`config.mk`:
```
export PLATFORM = sky130hd
export DESIGN_NAME = serial_add_ctrl
export DESIGN_NICKNAME = d
export VERILOG_FILES = /design/src/rtl/serial_add_ctrl_pkg.sv /design/src/rtl/serial_add_ctrl_fa_cell.sv /design/src/rtl/serial_add_ctrl.sv
export SDC_FILE = /design/constraint.sdc
export NUM_CORES = 1
export LEC_CHECK = 0
export ABC_CLOCK_PERIOD_IN_PS = 1700
export BUFFER_PORTS_ARGS = -buffer_cell sky130_fd_sc_hd__buf_2
export CORE_MARGIN = 5
export CORE_UTILIZATION = 53
export CTS_CLUSTER_DIAMETER = 80
export DETAILED_ROUTE_END_ITERATION = 7
export GPL_TIMING_DRIVEN = 0
export HOLD_SLACK_MARGIN = 0.05
export PLACE_DENSITY = 0.88
export SYNTH_ARGS = -nofsm -noshare
export SYNTH_HDL_FRONTEND = slang
export SYNTH_SLANG_ARGS = --single-unit
```
`constraint.sdc`:
```
create_clock -name clk -period 1.7 [get_ports clk]
set_clock_uncertainty 0.1 [all_clocks]
set_input_delay 0.51 -clock clk [delete_from_list [all_inputs] [get_ports clk]]
set_output_delay 0.51 -clock clk [all_outputs]
set_load 0.005 [all_outputs]
```
`src/rtl/serial_add_ctrl_pkg.sv`:
```
// Shared definitions for the bit-serial adder: FSM encoding and counter sizing.
package serial_add_ctrl_pkg;

  typedef enum logic [1:0] {
    ST_IDLE = 2'd0,
    ST_RUN  = 2'd1,
    ST_DONE = 2'd2
  } state_t;

  // Bit counter width: clog2 of the operand width, never below one bit.
  function automatic int cnt_width(input int width);
    return (width <= 2) ? 1 : $clog2(width);
  endfunction

endpackage

```
`src/rtl/serial_add_ctrl_fa_cell.sv`:
```
// 1-bit full adder built from propagate/generate terms.
module fa_cell (
  input  logic x,
  input  logic y,
  input  logic ci,
  output logic s,
  output logic co
);

  logic p;
  logic g;

  // Propagate/generate form keeps the carry path a single AND-OR.
  always_comb begin
    p  = x ^ y;
    g  = x & y;
    s  = p ^ ci;
    co = g | (p & ci);
  end

endmodule

```
`src/rtl/serial_add_ctrl.sv`:
```
// Bit-serial adder sequencer: one full-adder cell reused for WIDTH cycles,
// LSB first, with an optional lower-part-OR approximate mode.
//
// Handshake: start is accepted only in IDLE (busy=0) on a rising edge; the
// operands, cin and approx_en are captured on that edge. done is a one-cycle
// pulse that marks sum/cout as valid; sum/cout hold until the next result.
module serial_add_ctrl
  import serial_add_ctrl_pkg::*;
#(
  parameter int WIDTH       = 8,
  parameter int APPROX_BITS = 0
) (
  input  logic             clk,
  input  logic             rst,
  input  logic             start,
  input  logic [WIDTH-1:0] a,
  input  logic [WIDTH-1:0] b,
  input  logic             cin,
  input  logic             approx_en,
  output logic             busy,
  output logic             done,
  output logic [WIDTH-1:0] sum,
  output logic             cout,
  output logic [1:0]       dbg_state
);

  localparam int CW = cnt_width(WIDTH);

  state_t           state;
  state_t           state_nx;
  logic [CW-1:0]    cnt;
  logic [WIDTH-1:0] a_sr;
  logic [WIDTH-1:0] b_sr;
  logic [WIDTH-1:0] res_sr;
  logic             carry;
  logic             approx_q;

  logic             fa_s;
  logic             fa_co;
  logic             last_bit;
  logic             in_approx;
  logic             approx_last;
  logic             bit_s;
  logic             bit_c;

  fa_cell u_fa (
    .x  (a_sr[0]),
    .y  (b_sr[0]),
    .ci (carry),
    .s  (fa_s),
    .co (fa_co)
  );

  // Bit selection: approximate low bits bypass the cell; the carry is cut
  // inside the approximate region and re-seeded from its top bit.
  always_comb begin
    last_bit    = (cnt == CW'(WIDTH - 1));
    in_approx   = approx_q && (APPROX_BITS > 0) && (int'(cnt) < APPROX_BITS);
    approx_last = in_approx && (int'(cnt) == APPROX_BITS - 1);
    bit_s       = fa_s;
    bit_c       = fa_co;
    if (in_approx) begin
      bit_s = a_sr[0] | b_sr[0];
      bit_c = approx_last ? (a_sr[0] & b_sr[0]) : 1'b0;
    end
  end

  // State register.
  always_ff @(posedge clk) begin
    if (rst) state <= ST_IDLE;
    else     state <= state_nx;
  end

  // Next-state decode: RUN exits on the last bit, DONE lasts one cycle.
  always_comb begin
    state_nx = state;
    case (state)
      ST_IDLE: if (start)    state_nx = ST_RUN;
      ST_RUN:  if (last_bit) state_nx = ST_DONE;
      ST_DONE:               state_nx = ST_IDLE;
      default:               state_nx = ST_IDLE;
    endcase
  end

  // Status outputs decoded from state.
  always_comb begin
    busy      = (state != ST_IDLE);
    done      = (state == ST_DONE);
    dbg_state = state;
  end

  // Datapath: capture on accept, shift one bit per RUN cycle, publish at end.
  always_ff @(posedge clk) begin
    if (rst) begin
      cnt      <= '0;
      a_sr     <= '0;
      b_sr     <= '0;
      res_sr   <= '0;
      carry    <= 1'b0;
      approx_q <= 1'b0;
      sum      <= '0;
      cout     <= 1'b0;
    end else begin
      case (state)
        ST_IDLE: begin
          if (start) begin
            a_sr     <= a;
            b_sr     <= b;
            carry    <= cin;
            approx_q <= approx_en;
            cnt      <= '0;
          end
        end
        ST_RUN: begin
          a_sr   <= a_sr >> 1;
          b_sr   <= b_sr >> 1;
          res_sr <= {bit_s, res_sr[WIDTH-1:1]};
          carry  <= bit_c;
          cnt    <= cnt + CW'(1);
          if (last_bit) begin
            sum  <= {bit_s, res_sr[WIDTH-1:1]};
            cout <= bit_c;
          end
        end
        default: ;
      endcase
    end
  end

endmodule

```
Word level (Yosys, flattened, before mapping)
Cells that the tools add are included.
{"block": "totals", "rom_bits": 0, "mem_count": 0, "out_inout_bits": 13, "mem_bits_rw": 0, "latchBits": 0, "reg_bits": 39, "input_bits": 21}
{"block": "op_classes", "add_sub_neg": 1, "order_cmp": 0, "div_mod_pow": 0, "n_mux": 11, "n_bitwise": 5, "n_reduce_logical": 6, "shift": 0, "n_mul": 0, "eq_ne": 5}
{"op": "8-bit one-hot mux with 2 select lines", "count": 2}
{"op": "8-bit 2-to-1 mux", "count": 2}
{"op": "3-bit one-hot mux with 2 select lines", "count": 1}
{"op": "2-bit AND reduction", "count": 3}
{"op": "2-bit 2-to-1 mux", "count": 2}
{"op": "2-bit inequality test (second input constant)", "count": 2}
{"op": "2-bit one-hot mux with 2 select lines", "count": 1}
{"op": "2-bit nonzero test", "count": 2}
{"op": "3-bit by 1-bit adder with 3-bit output (second input constant)", "count": 1}
{"op": "3-bit equality test (second input constant)", "count": 1}
{"op": "3-bit 2-to-1 mux", "count": 1}
{"op": "1-bit bitwise AND", "count": 2}
{"op": "2-bit by 1-bit equality test with 1-bit output (second input constant)", "count": 1}
{"op": "2-bit equality test (second input constant)", "count": 1}
{"op": "2-bit logical NOT", "count": 1}
{"op": "1-bit one-hot mux with 2 select lines", "count": 1}
{"op": "1-bit bitwise XOR", "count": 2}
{"op": "1-bit 2-to-1 mux", "count": 1}
{"op": "1-bit bitwise OR", "count": 1}

Longest topological paths before layout
{"block": "logic_depth", "ltp_word": 4, "ltp_mapped": 6}

By module
A second synthesis with hierarchy kept.
{"block": "hier_totals", "cells_unflattened": 170, "area_unflattened_um2": 1705.4}
{"mod": "serial_add_ctrl", "cells_per_inst": 169, "n_inst": 1, "seq_area_each_um2": 760.7, "area_each_um2": 1685.4}
{"mod": "fa_cell", "cells_per_inst": 1, "n_inst": 1, "seq_area_each_um2": 0.0, "area_each_um2": 20.0}

Worst setup path after synthesis
Ideal clock, no wire load.
{"block": "synth_path", "path_kind": "reg2out", "from": "register state[0] (netlist: dbg_state[0])", "to": "output port busy", "path_slack_ps": 246, "path_buffers": 2, "arrival_time_ps": 844, "t_required_ps": 1090, "stages_incl_launch_ff": 4, "path_cell_list": "dfxtp_1 buf_6 buf_6 or2_2"}
{"block": "synth_via", "elab_chain_len": 1}
{"item": "start, declared", "line_no": "serial_add_ctrl.sv:29", "rtl": "state_t state;"}
{"item": "start signal, assigned", "line_no": "serial_add_ctrl.sv:71", "rtl": "else state <= state_nx;"}
{"item": "2-bit nonzero test", "line_no": "serial_add_ctrl.sv:87", "rtl": "busy = (state != ST_IDLE);"}
{"item": "end, declared", "line_no": "serial_add_ctrl.sv:20", "rtl": "output logic busy,"}
No other way between the ends.

Worst setup path after layout
{"block": "layout_path", "from": "register state[1] (netlist: dbg_state[1])", "to": "output port busy"}
The elaborated chain is that of the path after synthesis.

==> flow_summary_export.csv <==
group,metric,value,unit
global_routing,antenna_found_initial,0,
place,gp_congestion,0.7729,
layout,fin_area,2033,sq um
synth,synth-async-reset-ratio,0,
clocking,htreeDepth,2,
synth,syn_avg_cell_area,10.03,sq um
clocking,clock_latency,0.35,ns
floorplanning,fp.dieH,66.73,um
pwr,p_sw,455.7,uW
global_routing,grt_start_max_net_pins,12,
floorplanning,die_area,4452,sq um
floorplanning,core,3078,sq um
setup_path,rr_startpoint,"cnt[0]",
sta,whs,0.2986,ns
route,drt_iter0_markers,73,
route,drt_first_pass_iters,4,
sta,max-slew-margin-rel,0.5465,
synth,synth_commonest_cells,"dfxtp_1, nand2_1, a21oi_1, mux2i_1, a211oi_2",
global_routing,grt_pass1_vias,1276,
synth,yosysTopAreaCellShare,0.4461,
place,placed_area,1916,sq um
place,portBuffers,31,
synth,synth_ff_type,"dfxtp_1",
setup_path,critical-path-slowest-cell,"dfxtp_4",
layout,final_cells,256,
clocking,cts_buffer_depth,2,
floorplanning,dieWidth,66.73,um
layout,area.growth.synth_to_final,19.22,%
layout,antenna_cells,0,
sta,finalSetupViolCount,0,
place,dp.final_hpwl,2327,um
setup_path,critPathCaptureType,"output port",
min_path,whs_endpoint,"a_sr[7]",
sta,worstMarginPinSlew,0.6802,ns
route,via_count,1325,
synth,syn-num-nets,194,
synth,synth_cell_type_count,27,
global_routing,overflow,0,
setup_path,r2r_cells,6,
flow_run,cap_violations,0,
setup_path,cp_slowest_stage_delay,0.38,ns
floorplanning,num_rows,20,
min_path,min-delay-start,"a[7]",
synth,synth-edff-count,0,
pwr,powerDensity,910.6,nW/um^2
sta,fmax,595.3,MHz
route,finalWirelength,3477,um
status,status,"completed",
clocking,cts_sinks,38,
pwr,comb_power_share,0.136,
pwr,irDropWorstVdd,0.4756,mV
place,post-place-cells,245,
route,drc,0,
synth,ys_seq_elements,38,
pwr,clkPwrFrac,0.344,
synth,yosys_warnings,0,
setup_path,r2r_end,"sum[6]",
route,routedWlPerCell,13.58,um
sta,period_minus_slack,1.680,ns
pwr,switching_share,0.2461,
route,final_antenna_net_count,0,
clocking,clk_pin_slew,0.11,ns
min_path,hold_path_depth,3,
pwr,power,1852,uW
floorplanning,initial_core_util,0.5541,
synth,synth_area_leader_cell,"dfxtp_1",
min_path,hold_path.class,"primary input to register",
sta,min_period_over_period,0.9881,
layout,drive_gt1_frac,0.4057,
clocking,cts_tree,"built",
global_routing,grt_pass1_wl,5713,um
setup_path,worstPathRequired,1.09,ns
synth,synth_seq_area_share,0.4461,
global_routing,grt_usage,0.1740,
setup_path,worst-path-max-fanout,6,
clocking,root_buffer,"clkbuf_4",
setup_path,crit_type,"register to output port",
sta,final-hold-violation-count,0,
setup_path,cp.arrival,1.07,ns
pwr,leakage,0.0008373,uW
floorplanning,io_pins,34,
layout,fin_nets,236,
synth,syn_area,1705,sq um
sta,fin_tns_setup,0,ns
sta,slew_viol_final,0,
synth,yosysMostFrequentCell,"dfxtp_1",
setup_path,worstPathCellList,"or2_4, buf_6",
pwr,pwr-share-seq,0.520,
sta,rsz0062_at_grt,"true",
route,via_per_inst,5.176,
synth,synthTopCellsByArea,"dfxtp_1, a211oi_2, mux2i_1, nand2_1, nor2_2",
setup_path,reg2reg_setup_slack,0.20,ns
setup_path,start_kind,"register",
clocking,cts_made_buffers,5,
synth,netlist_instances,170,
pwr,internal_power,1396,uW
-- layout by cell type, fill, tap and decap left out, types with 2 or more instances in the layout --
master / instances
a211oi_2: 15
a21oi_1: 16
a22oi_1: 4
buf_12: 2
buf_2: 32
buf_4: 8
buf_6: 2
clkbuf_1: 3
clkbuf_4: 5
dfxtp_1: 36
ha_1: 2
mux2i_1: 16
nand2_1: 32
nor2_1: 7
nor2_2: 14
nor2b_1: 2
-- repair_timing --
item                                    4_1_cts  5_1_grt
gates resized for setup                       7        1
cloned                                        0        0
hold buffers                                  0        0
hold endpoints to repair                      0        0
endpoints found under the setup margin        2        3
buffers inserted                              4        3
pin swaps                                     0        1
-- power groups by stage --
stage | clock network [uW] | logic, uW | registers, uW
floorplan | 0 | 190 | 977
global placement | 0 | 242 | 981
detailed placement | 0 | 248 | 983
CTS | 638 | 261 | 964
global route | 681 | 276 | 969
finish | 637 | 251 | 963
-- logic make-up after synthesis --
logic type / after synthesis / synth area share
multiplexers: 16 / 0.09391
flip-flops: 38 / 0.4461
buffers and inverters: 14 / 0.06969
AND/OR/NAND/NOR: 61 / 0.1710
adder cells (fa/ha/maj): 3 / 0.02641
AO/OA/AOI/OAI: 38 / 0.1930
-- state kept, by name, indices dropped and copies added (netlist names) --
name / cells
a_sr: 8
b_sr: 8
sum: 8
res_sr: 7
cnt: 3
dbg_state: 2
carry: 1
cout: 1
-- cell type report --
cell class                      instances  area [sq um]
Buffer                                 10         81.33
Clock inverter                          1         30.03
Sequential cell                        38         765.7
Fill cell                             244          1045
Multi-Input combinational cell        118         828.3
Inverter                                1         3.754
Tap cell                               44         55.05
Clock buffer                            6         51.30
Timing Repair Buffer                   38         217.7
-- critical path: cells and delay by family (launching register included) --
family	cells	cell delay, ns
AND/OR/NAND/NOR	1	0.23
buffers and inverters	1	0.11
flip-flops	1	0.38
-- through the flow --
step           setup WS, ns  utilization
6_report            0.02019       0.6606
5_1_grt            -0.03385       0.6606
4_1_cts            -0.06034       0.6589
3_5_place_dp         0.1241       0.6224
3_3_place_gp         0.1219       0.6224
2_1_floorplan        0.2461            -
-- worst max-delay path by stage --
| stage | start | endpoint | slack, ns |
|---|---|---|---|
| 5_1_grt | dbg_state[1] | busy | -0.03 |
| 3_5_place_dp | dbg_state[0] | busy | 0.12 |
| 3_3_place_gp | dbg_state[0] | busy | 0.12 |
| 6_report | dbg_state[1] | busy | 0.02 |
| 2_1_floorplan | dbg_state[0] | busy | 0.25 |
| 4_1_cts | dbg_state[0] | busy | -0.06 |
-- routing by layer --
layer	routed length, um	vias to the layer above	global-route usage
met5	0	-	0
met4	90	0	0.1218
met3	116	9	0.03373
met2	1712	23	0.2921
met1	1558	631	0.1956
li1	-	662	-
(Power assumes the default switching activity.)
